$ cat config.mk
export PLATFORM = sky130hd
export DESIGN_NAME = rs232_receive_fifo
export DESIGN_NICKNAME = d
export VERILOG_FILES = /design/src/rtl/rs232_receive_fifo.sv
export SDC_FILE = /design/constraint.sdc
export NUM_CORES = 1
export LEC_CHECK = 0
export ABC_AREA = 1
export BUFFER_PORTS_ARGS = -buffer_cell sky130_fd_sc_hd__buf_2
export CAP_MARGIN = 0
export CORE_MARGIN = 5
export CORE_UTILIZATION = 55
export CTS_CLUSTER_DIAMETER = 60
export CTS_CLUSTER_SIZE = 28
export DETAILED_ROUTE_END_ITERATION = 16
export PLACE_DENSITY = 0.71
export SYNTH_ARGS = -nofsm -noshare
export SYNTH_HDL_FRONTEND = slang
export SYNTH_SLANG_ARGS = --single-unit
export TNS_END_PERCENT = 20
$ cat constraint.sdc
create_clock -name clock -period 5.3 [get_ports clock]
set_clock_uncertainty 0.1 [all_clocks]
set_input_delay 0 -clock clock [delete_from_list [all_inputs] [get_ports clock]]
set_output_delay 0 -clock clock [all_outputs]
set_load 0.005 [all_outputs]
$ cat src/rtl/rs232_receive_fifo.sv
// rs232_receive_fifo: RS232 receiver with parity/framing checks, a first-word-fall-through FIFO
// and RTS flow control. Sample points come from an exact fractional accumulator.
module rs232_receive_fifo #(
    parameter int CLOCK_FREQ = 133000000,
    parameter int BAUD_RATE  = 115200,
    parameter int DATA_BITS  = 8,
    parameter int PARITY     = 0,
    parameter int FIFO_DEPTH = 16,
    parameter int RTS_MARGIN = 4
) (
    input  logic                 clock,
    input  logic                 reset_n,
    input  logic                 rs232_txd,
    output logic                 rs232_rts_n,
    output logic [DATA_BITS-1:0] data,
    output logic                 parity_error,
    output logic                 frame_error,
    output logic                 valid,
    input  logic                 ready,
    output logic                 overrun
);
    localparam int NBITS = DATA_BITS + (PARITY != 0 ? 3 : 2);
    localparam int CW = $clog2((CLOCK_FREQ / BAUD_RATE + 1) * (NBITS + 1) + 1);
    localparam int FW = $clog2(4 * BAUD_RATE);
    localparam int AW = $clog2(FIFO_DEPTH);
    localparam int NW = $clog2(FIFO_DEPTH + 1);
    localparam int BW = $clog2(DATA_BITS);
    localparam logic [CW-1:0] T0_Q = CW'(CLOCK_FREQ / (2 * BAUD_RATE));
    localparam logic [FW-1:0] T0_R = FW'(CLOCK_FREQ % (2 * BAUD_RATE));
    localparam logic [CW-1:0] INC_Q = CW'(CLOCK_FREQ / BAUD_RATE);
    localparam logic [FW-1:0] INC_R = FW'(2 * (CLOCK_FREQ % BAUD_RATE));
    localparam logic [FW-1:0] TWO_B = FW'(2 * BAUD_RATE);
    localparam logic [BW-1:0] LAST_BIT = BW'(DATA_BITS - 1);
    localparam logic [NW-1:0] DEPTH = NW'(FIFO_DEPTH);
    localparam logic [NW-1:0] MARGIN = NW'(RTS_MARGIN);

    typedef enum logic [2:0] {S_IDLE, S_START, S_DATA, S_PARITY, S_STOP, S_BREAK} state_t;

    state_t               state;
    logic                 sync1, txd;
    logic [CW-1:0]        cnt, target;
    logic [FW-1:0]        frac, fsum;
    logic [BW-1:0]        bcnt;
    logic [DATA_BITS-1:0] shreg;
    logic                 perr, carry, hit, wr, rd, full, wr_ok;
    logic [DATA_BITS+1:0] mem [FIFO_DEPTH];
    logic [AW-1:0]        wptr, rptr;
    logic [NW-1:0]        count;

    always_ff @(posedge clock or negedge reset_n)
        if (!reset_n) {txd, sync1} <= 2'b11;
        else {txd, sync1} <= {sync1, rs232_txd};

    // target holds floor(CLOCK_FREQ*(2k+1)/(2*BAUD_RATE)); frac is the exact remainder
    assign fsum  = frac + INC_R;
    assign carry = fsum >= TWO_B;
    assign hit   = state != S_IDLE && state != S_BREAK && cnt == target;
    assign wr    = state == S_STOP && hit;

    always_ff @(posedge clock or negedge reset_n) begin
        if (!reset_n) begin
            state  <= S_IDLE;
            cnt    <= '0;
            target <= '0;
            frac   <= '0;
            bcnt   <= '0;
            shreg  <= '0;
            perr   <= 1'b0;
        end else begin
            cnt <= cnt + 1'b1;
            if (hit) begin
                target <= target + INC_Q + CW'(carry);
                frac   <= carry ? fsum - TWO_B : fsum;
            end
            case (state)
                S_IDLE: if (!txd) begin
                    state  <= S_START;
                    cnt    <= CW'(1);
                    target <= T0_Q;
                    frac   <= T0_R;
                    bcnt   <= '0;
                    perr   <= 1'b0;
                end
                S_START: if (hit) state <= txd ? S_IDLE : S_DATA;
                S_DATA: if (hit) begin
                    shreg <= {txd, shreg[DATA_BITS-1:1]};
                    bcnt  <= bcnt + 1'b1;
                    if (bcnt == LAST_BIT) state <= PARITY != 0 ? S_PARITY : S_STOP;
                end
                S_PARITY: if (hit) begin
                    perr  <= ^shreg ^ txd ^ (PARITY == 1);
                    state <= S_STOP;
                end
                S_STOP: if (hit) state <= txd ? S_IDLE : S_BREAK;
                S_BREAK: if (txd) state <= S_IDLE;
                default: state <= S_IDLE;
            endcase
        end
    end

    assign valid = count != '0;
    assign full  = count == DEPTH;
    assign rd    = valid && ready;
    assign wr_ok = wr && (!full || rd);
    assign {frame_error, parity_error, data} = valid ? mem[rptr] : '0;

    always_ff @(posedge clock)
        if (wr_ok) mem[wptr] <= {~txd, perr, shreg};

    always_ff @(posedge clock or negedge reset_n) begin
        if (!reset_n) begin
            wptr        <= '0;
            rptr        <= '0;
            count       <= '0;
            overrun     <= 1'b0;
            rs232_rts_n <= 1'b1;
        end else begin
            wptr        <= wptr + AW'(wr_ok);
            rptr        <= rptr + AW'(rd);
            count       <= count + NW'(wr_ok) - NW'(rd);
            overrun     <= wr && !wr_ok;
            rs232_rts_n <= DEPTH - count <= MARGIN;
        end
    end
endmodule
==> results of run 1 <==
worst paths after layout:
check / depth (start not counted) / to
worst max-delay path: 22 / target[12]
worst min-delay path: 2 / sync1
worst max register to register: 22 / target[12]
worst min register to register: 0 / txd
max in group asynchronous: 2 / rptr[0]
min in group asynchronous: 2 / frac[9]
cells in the mapped netlist (all sizes together) (12+ instances only):
cell type    n
o211ai      12
nand4       23
edfxtp     160
nand2      134
inv         83
ha          21
o21ai      113
xor2        18
xnor2       20
dfrtp       70
clkbuf      35
a21oi       45
nand3       49
nor2       145
o221ai      30
flip-flops by register name, indices dropped and copies added (netlist names):
signal       flops
rptr             4
perr             1
frac            13
overrun          1
shreg            8
state            3
target          14
mem            160
txd              1
bcnt             3
sync1            1
count            5
cnt             14
rs232_rts_n      1
wptr             4
area by class of cell:
cell class              count  share of cell area (%)
flip-flops and latches    233                    57.2
multi-input cells         650                    30.5
clock buffers              20                    4.13
well taps                 260                    2.81
inverters                  84                    2.72
clock inverters            13                    1.33
repair buffers             24                    1.29
layer usage:
metal,vias to the layer above,GRT usage (%),wire (um)
met2,197,35.8,11200
li1,3555,-,-
met4,0,5.22,488
met1,3493,30.0,10300
met5,-,0,0
met3,35,2.70,1120
layout by cell type, fill, tap and decap left out, types with 21 or more instances in the layout:
cell type  count
o221ai_1      30
nand2_1      128
dfrtp_1       69
nand4_1       23
o21ai_0      105
edfxtp_1     160
nand3_1       41
inv_1         76
nor2_1       141
ha_1          21
a21oi_1       45
stage by stage:
step / setup WS [ns] / cells / power [uW] / hold slack [ns]
CTS: 1.80 / 1284 / 4790 / 0.0253
detailed placement: 1.80 / 1248 / 3360 / 0.00734
finish: 1.86 / 1284 / 4750 / 0.0510
global placement: 1.89 / 1248 / 3340 / 0.00631
floorplan: 2.30 / 1008 / 2930 / -0.396
global route: 1.49 / 1284 / 5020 / 0.0496
critical path: cells and delay by family, from the launching register on:
kind / cells / cell delay [ns]
AND/OR/NAND/NOR: 14 / 1.59
AO/OA/AOI/OAI: 1 / 0.26
buffers and inverters: 3 / 0.21
adder cells (fa/ha/maj): 4 / 0.80
flip-flops: 1 / 0.40
report_power, final:
group | switching, uW | internal (uW)
logic | 836 | 437
clock network | 715 | 709
registers | 80.8 | 1970
total | 1630 | 3120
kinds of logic after synthesis:
| logic type | count (synthesis) |
|---|---|
| xor+xnor | 38 |
| simple gates | 374 |
| buf+inv | 125 |
| fa+ha+maj | 22 |
| flops | 233 |
| compound gates | 216 |
==> qor.csv, run 1 <==
stage,metric,value,unit
critical_path,regToRegStartpoint,frac[7],
die,core-area,18900,sq um
global_routing,grt_pass1_vias,7124,
global_routing,grt_antenna_before_repair,0,
route,drt_iter0_markers,551,
global_routing,gr-total-overflow,0,
global_routing,grt_pass1_wl,38.0,mm
final_layout,nNetsFinal,1038,
global_routing,grt_use_total,21.4,%
final_layout,multi_input_area,3540,sq um
critical_path,path_cells,ha_1 -> nor2_1 -> nand2_1 -> nand2_1 -> nand2_1 -> inv_1 -> ha_1 -> nand4_1 -> nor2_1 -> nand3_4 -> nand3_2 -> ha_1 -> inv_1 -> ha_1 -> inv_1 -> nand4_1 -> o21ai_0 -> nand3_1 -> nand2_1 -> nand4_1 -> nand2_1 -> nor2_1,
synth,muxShareOfSynthArea,0,%
sta,fin_tns_setup,0,ns
final_layout,seq_area,6640,sq um
final_layout,final_util,61.4,%
die,rows,50,
global_routing,grt_start_max_net_pins,82,
synth,synth-simple-area-share,15.7,%
clock_network,cts_buffers,19,
die,io_pins,17,
synth,synth_xor_area_share,3.12,%
synth,synthTopCellsByArea,"edfxtp_1, dfrtp_1, nor2_1",
synth,syn_area_per_cell,10.6,sq um
clock_network,cts_tree,built,
die,fp.dieH,149,um
synth,ys_seq_area_share,62.3,%
synth,synth_cells,1008,
route,dr_total_vias,7280,
sta,worst_pin_slew,1.22,ns
critical_path,r2r_slack,1.86,ns
synth,synth_largest_area_cell,edfxtp_1,
sta,rsz0062_at_grt,false,
critical_path,crit_fanout,10,
sta,fin_crit_sh,64.9,%
critical_path,crit_required,5.58,ns
power_and_ir_drop,leakagePower,0.00483,uW
critical_path,cp.arrival,3.73,ns
clock_network,worstSkewPairLatency,0.49,ns
final_layout,fillers,1581,
final_layout,drive_above_1_share,8.11,%
final_layout,fin_area,11600,sq um
route,viasPerCell,5.67,
worst_hold_path,hold_class,primary input to register,
route,route.detailed.drc,0,
clock_network,cts_setup_buffers,0,
power_and_ir_drop,peakVddDrop,0.282,mV
route,wire_per_inst,18.0,um
clock_network,h-tree-depth,1,
worst_hold_path,hold_start,rs232_txd,
critical_path,critPathSlowestCell,dfrtp_1,
placed_design,post-dp-hpwl,14.7,mm
critical_path,slowest_delay,0.40,ns
critical_path,startpoint,frac[7],
synth,synth_fa_ha_area_share,2.66,%
sta,period_needed,3.44,ns
synth,synth_edf_count,160,
clock_network,hold_buffers,3,
synth,syn_area,10700,sq um
final_layout,diodes,0,
clock_network,path_clk_slew,0.07,ns
critical_path,start_kind,register,
clock_network,cts.sinks,233,
sta,setup_viol,0,
job,drv_cap,0,
synth,yosys.cell_types.count,43,
status,status,finished clean,
synth,synthesis.nets,1034,
synth,synthArstFlopShare,31.3,%
sta,hold_viol,0,
synth,yosysWarnings,0,
die,dieArea,22200,sq um
synth,ys.flop_type,edfxtp_1,
power_and_ir_drop,power_density,409,nW/um^2
sta,max_freq,291,MHz
die,die_x,149,um
synth,synth_top_family_by_area,simple AND/OR/NAND/NOR gates,
sta,slew_headroom,18.4,%
placed_design,io_buffers,16,
clock_network,root_buffer,clkbuf_16,
critical_path,crit_path_frequent_cell,nand2_1,
synth,synth_top_area_share,45.1,%
sta,slew_viol_final,0,
synth,synth_seq_cells,233,
critical_path,critical_path_class,register to register,
clock_network,cts_max_path_buffers,3,
final_layout,areaGrowthSynthToFinish,8.89,%
route,firstDrtPassIters,5,
clock_network,cts_resized,0,
route,drt_wl_total,23.1,mm
route,drtAntennaViolNets,0,
placed_design,place_congestion,0.842,
critical_path,endpoint_kind,register,
die,initial_core_util,56.4,%
synth,synth_compound_area_share,11.7,%
placed_design,place_area,10900,sq um
Power figures use the tool's default switching activity.
==> run 2, diff against run 1 <==
- clock period: 5.3 -> 3.48 ns (I/O delays scaled with it)
==> qor.csv, run 2 (synthesis results as in run 1) <==
stage,metric,value,unit,change
route,wire_per_inst,17.6,um,-2.3%
placed_design,place_ws,0.245,ns,-1.56 ns
placed_design,io_buffers,16,,unchanged
final_layout,diodes,0,,unchanged
sta,fin_crit_sh,91.4,%,+27 points
placed_design,post-dp-hpwl,14.6,mm,-0.74%
clock_network,h-tree-depth,1,,unchanged
clock_network,cts_tree,built,,
route,drtAntennaViolNets,0,,unchanged
final_layout,areaGrowthSynthToFinish,10.8,%,
global_routing,grt_start_max_net_pins,81,,-1.2%
placed_design,dp_cells,1274,,+2.1%
clock_network,cts_max_path_buffers,3,,unchanged
power_and_ir_drop,leakagePower,0.00498,uW,+3.0%
clock_network,root_buffer,clkbuf_16,,
final_layout,final_cell_mix,"edfxtp_1, nor2_1, nand2_1",,
final_layout,final_common_cell,edfxtp_1,,
sta,setup_viol,0,,unchanged
critical_path,cp.arrival,3.46,ns,-0.27 ns
sta,fin_ws,0.298,ns,-1.56 ns
sta,fin_tns_setup,0,ns,unchanged
clock_network,worstSkewPairLatency,0.50,ns,about the same
die,die_x,149,um,unchanged
clock_network,cts_buffers,16,,-3
route,route.detailed.drc,0,,unchanged
critical_path,critical_path_class,register to register,,
die,io_pins,17,,unchanged
global_routing,grt_pass1_wl,37.2,mm,-2.2%
power_and_ir_drop,power_density,615,nW/um^2,+50%
worst_hold_path,hold_class,primary input to register,,
clock_network,cts_setup_buffers,0,,unchanged
final_layout,layout.cells.non_filler,1305,,+1.6%
final_layout,top_register,mem,,
final_layout,largest_register_ffs,160,,unchanged
job,drv_cap,0,,unchanged
die,rows,50,,unchanged
global_routing,gr-total-overflow,0,,unchanged
global_routing,grt_pass1_vias,7055,,-0.97%
sta,slew_viol_final,0,,unchanged
sta,hold_viol,0,,unchanged
global_routing,grt_use_total,21.0,%,-0.36 points
critical_path,crit_required,3.76,ns,-1.82 ns
sta,slew_headroom,38.6,%,+20 points
critical_path,endpoint_kind,register,,
die,core-area,18900,sq um,unchanged
final_layout,drive_above_1_share,10.3,%,+2.2 points
route,dr_total_vias,7357,,+1.1%
die,fp.dieH,149,um,unchanged
global_routing,grt_antenna_before_repair,0,,unchanged
sta,worst_pin_slew,0.921,ns,-0.302 ns
final_layout,top_regs,"mem x160, cnt x14, target x14",,
worst_hold_path,hold_depth,2,,unchanged
status,status,finished clean,,
clock_network,cts.sinks,233,,unchanged
die,initial_core_util,56.4,%,unchanged
route,viasPerCell,5.64,,-0.57%
clock_network,path_clk_slew,0.09,ns,+0.02 ns
critical_path,reg2reg_depth,22,,unchanged
placed_design,place_congestion,0.830,,-1.5%
critical_path,crit_fanout,9,,-1
sta,period_needed,3.18,ns,-0.260 ns
power_and_ir_drop,peakVddDrop,0.428,mV,+52%
final_layout,final_util,62.5,%,+1.1 points
route,firstDrtPassIters,7,,+2
final_layout,nNetsFinal,1061,,+2.2%
sta,max_freq,314,MHz,+8.2%
critical_path,start_kind,register,,
die,dieArea,22200,sq um,unchanged
route,drt_iter0_markers,526,,-4.5%
route,drt_wl_total,23.0,mm,-0.72%
run 2: cell types whose count changed in the layout (fill, tap and decap cells not counted), sizes merged:
cell	previous run	this run
buf	21	47
clkinv	6	3
clkbuf	20	18
clkinvlp	2	0
bufinv	0	1
inv	89	90
run 2: final timing paths:
check	endpoint	from	slack, ns
max	target[12]	frac[7]	0.30
min	sync1	rs232_txd	0.05
max reg2reg	target[12]	frac[7]	0.30
min reg2reg	txd	sync1	0.27
max in group asynchronous	rptr[0]	reset_n	2.57
min in group asynchronous	state[2]	reset_n	0.08
run 2: area by class of cell:
class | count | area, sq um
Timing Repair Buffer | 50 | 358
Multi-Input combinational cell | 650 | 3540
Clock inverter | 10 | 170
Sequential cell | 233 | 6640
Tap cell | 260 | 325
Fill cell | 1516 | 7090
Clock buffer | 18 | 450
Inverter | 84 | 315
run 2: per-stage QoR:
step	power [uW]	hold slack, ns	cell area, sq um
floorplan	4470	-0.396	10700
global placement	5110	0.00627	11100
detailed placement	5140	0.00699	11100
CTS	7300	0.0300	11800
global route	7680	0.0534	11800
finish	7260	0.0503	11800
run 2: repair_timing:
item / 4_1_cts / 5_1_grt
endpoints found under the hold margin: 72 / 0
gates resized for setup: 0 / 3
setup endpoints to repair: 0 / 3
hold buffers: 3 / 0
run 2: routing by layer:
layer  global-route usage [%]  routed length, um  vias to the layer above
met5                        0                  0                        -
met4                     3.75                302                        0
met3                     2.28               1250                       26
met2                     36.2              11400                      195
met1                     29.4               9980                     3543
li1                         -                  -                     3593
run 2: where the power goes:
group | switching (uW) | internal [uW]
logic | 1250 | 704
clock network | 1070 | 1100
registers | 134 | 3000
run 2: critical path, cell delays in order, from the launching register on:
cell	delay [ns]
dfrtp_1	0.40
ha_1	0.23
nor2_1	0.14
nand2_1	0.07
nand2_1	0.08
nand2_1	0.07
inv_1	0.08
ha_1	0.15
nand4_1	0.12
nor2_2	0.17
nand3_4	0.14
nand3_2	0.12
ha_1	0.16
inv_1	0.05
ha_1	0.20
inv_1	0.07
nand4_1	0.14
o21ai_2	0.17
nand3_1	0.10
nand2_1	0.09
nand4_1	0.09
nand2_1	0.07
nor2_1	0.06
==> run 3, diff against run 2 <==
- GPL_ROUTABILITY_DRIVEN: not set -> 0
- HOLD_SLACK_MARGIN: not set -> 0.15
- MAX_ROUTING_LAYER: not set -> met4
==> qor.csv, run 3 (synthesis results as in run 1) <==
stage,metric,value,unit,change
route,dr_total_vias,7322,,-0.48%
global_routing,grt_use_total,21.9,%,+0.92 points
clock_network,cts_buffers,16,,unchanged
final_layout,top_regs,"mem x160, cnt x14, target x14",,
route,wire_per_inst,17.8,um,+0.91%
sta,whs,0.272,ns,+0.222 ns
job,drv_cap,0,,unchanged
sta,worst_pin_slew,0.766,ns,-0.155 ns
final_layout,diodes,0,,unchanged
sta,fin_tns_setup,0,ns,unchanged
critical_path,slowest_delay,0.40,ns,about the same
route,drt_wl_total,23.2,mm,+1.1%
die,initial_core_util,56.4,%,unchanged
placed_design,place_area,11100,sq um,unchanged
sta,slew_viol_final,0,,unchanged
critical_path,start_kind,register,,
worst_hold_path,hold_class,register to register,,
power_and_ir_drop,peakVddDrop,0.430,mV,+0.28%
route,firstDrtPassIters,7,,unchanged
critical_path,critPathSlowestCell,dfrtp_1,,
global_routing,grt_antenna_before_repair,0,,unchanged
power_and_ir_drop,leakagePower,0.00500,uW,+0.42%
die,rows,50,,unchanged
critical_path,crit_fanout,9,,unchanged
global_routing,grt_start_max_net_pins,81,,unchanged
global_routing,gr-total-overflow,0,,unchanged
power_and_ir_drop,power_density,613,nW/um^2,-0.37%
global_routing,grt_pass1_wl,37.5,mm,+0.95%
die,die_x,149,um,unchanged
critical_path,crit_required,3.76,ns,about the same
critical_path,crit_buf_inv,3,,unchanged
sta,fin_crit_sh,91.5,%,+0.11 points
final_layout,areaGrowthSynthToFinish,11.2,%,
sta,hold_viol,0,,unchanged
clock_network,h-tree-depth,1,,unchanged
sta,max_freq,314,MHz,-0.12%
sta,period_needed,3.19,ns,+0.00373 ns
final_layout,largest_register_ffs,160,,unchanged
route,drt_iter0_markers,549,,+4.4%
final_layout,drive_above_1_share,10.4,%,+0.066 points
sta,setup_viol,0,,unchanged
final_layout,top_register,mem,,
die,core-area,18900,sq um,unchanged
placed_design,post-dp-hpwl,14.6,mm,unchanged
clock_network,cts_setup_buffers,0,,unchanged
route,route.detailed.drc,0,,unchanged
route,drtAntennaViolNets,0,,unchanged
clock_network,worstSkewPairLatency,0.50,ns,about the same
die,fp.dieH,149,um,unchanged
route,viasPerCell,5.60,,-0.70%
placed_design,io_buffers,16,,unchanged
sta,slew_headroom,48.9,%,+10 points
final_layout,final_common_cell,edfxtp_1,,
final_layout,nNetsFinal,1064,,+0.28%
critical_path,critical_path_class,register to register,,
clock_network,cts.sinks,233,,unchanged
clock_network,cts_tree,built,,
final_layout,final_cell_mix,"edfxtp_1, nor2_1, nand2_1",,
clock_network,root_buffer,clkbuf_16,,
critical_path,path_cells,ha_1 -> nor2_1 -> nand2_1 -> nand2_1 -> nand2_1 -> inv_1 -> ha_1 -> nand4_1 -> nor2_2 -> nand3_4 -> nand3_2 -> ha_1 -> inv_1 -> ha_1 -> inv_1 -> nand4_1 -> o21ai_2 -> nand3_1 -> nand2_1 -> nand4_1 -> nand2_1 -> nor2_1,,
critical_path,crit_path_frequent_cell,nand2_1,,
status,status,finished clean,,
critical_path,cp.arrival,3.47,ns,about the same
final_layout,fin_area,11800,sq um,+0.40%
clock_network,path_clk_slew,0.09,ns,about the same
critical_path,critPathTopFamily,simple AND/OR/NAND/NOR gates,,
clock_network,cts_max_path_buffers,3,,unchanged
die,io_pins,17,,unchanged
critical_path,endpoint_kind,register,,
global_routing,grt_pass1_vias,7067,,+0.17%
die,dieArea,22200,sq um,unchanged
run 3: cell type report:
type | instances | area, sq um
Sequential cell | 233 | 6640
Multi-Input combinational cell | 650 | 3540
Inverter | 84 | 315
Clock buffer | 18 | 450
Tap cell | 260 | 325
Timing Repair Buffer | 53 | 405
Clock inverter | 10 | 170
Fill cell | 1508 | 7050
run 3: power breakdown:
part	leakage (uW)	internal, uW	switching, uW
clock network	0.000301	1100	1070
registers	0.00273	3000	132
logic	0.00197	709	1250
run 3: path summary, 6_finish.rpt:
kind / from / endpoint / slack (ns) / cells after the start
worst max-delay path: frac[7] / target[12] / 0.29 / 22
worst min-delay path: sync1 / txd / 0.27 / 0
worst max register to register: frac[7] / target[12] / 0.29 / 22
worst min register to register: sync1 / txd / 0.27 / 0
max in group asynchronous: reset_n / shreg[5] / 2.36 / 4
min in group asynchronous: reset_n / cnt[4] / 0.36 / 3
run 3: through the flow:
step	setup WS [ns]	cells	util (%)	total power [uW]
after floorplan	0.483	1008	-	4470
after global placement	0.342	1274	59.0	5110
after detailed placement	0.245	1274	59.0	5140
after global routing	-0.0337	1308	62.7	7690
final	0.294	1308	62.7	7260
after CTS	0.214	1308	62.7	7310
run 3: per-layer routing:
metal,vias up,global-route usage [%],routed length (um),share of wire [%]
met1,3512,29.8,10100,43
li1,3600,-,-,-
met4,0,3.62,287,1.2
met5,-,-,0,0
met3,24,2.28,1200,5.2
met2,186,36.9,11600,50
run 3: repair_timing:
action                                  CTS  global route
endpoints found under the setup margin    0             3
hold buffers                              6             0
hold endpoints to repair                 79             0
gates resized for setup                   0             3
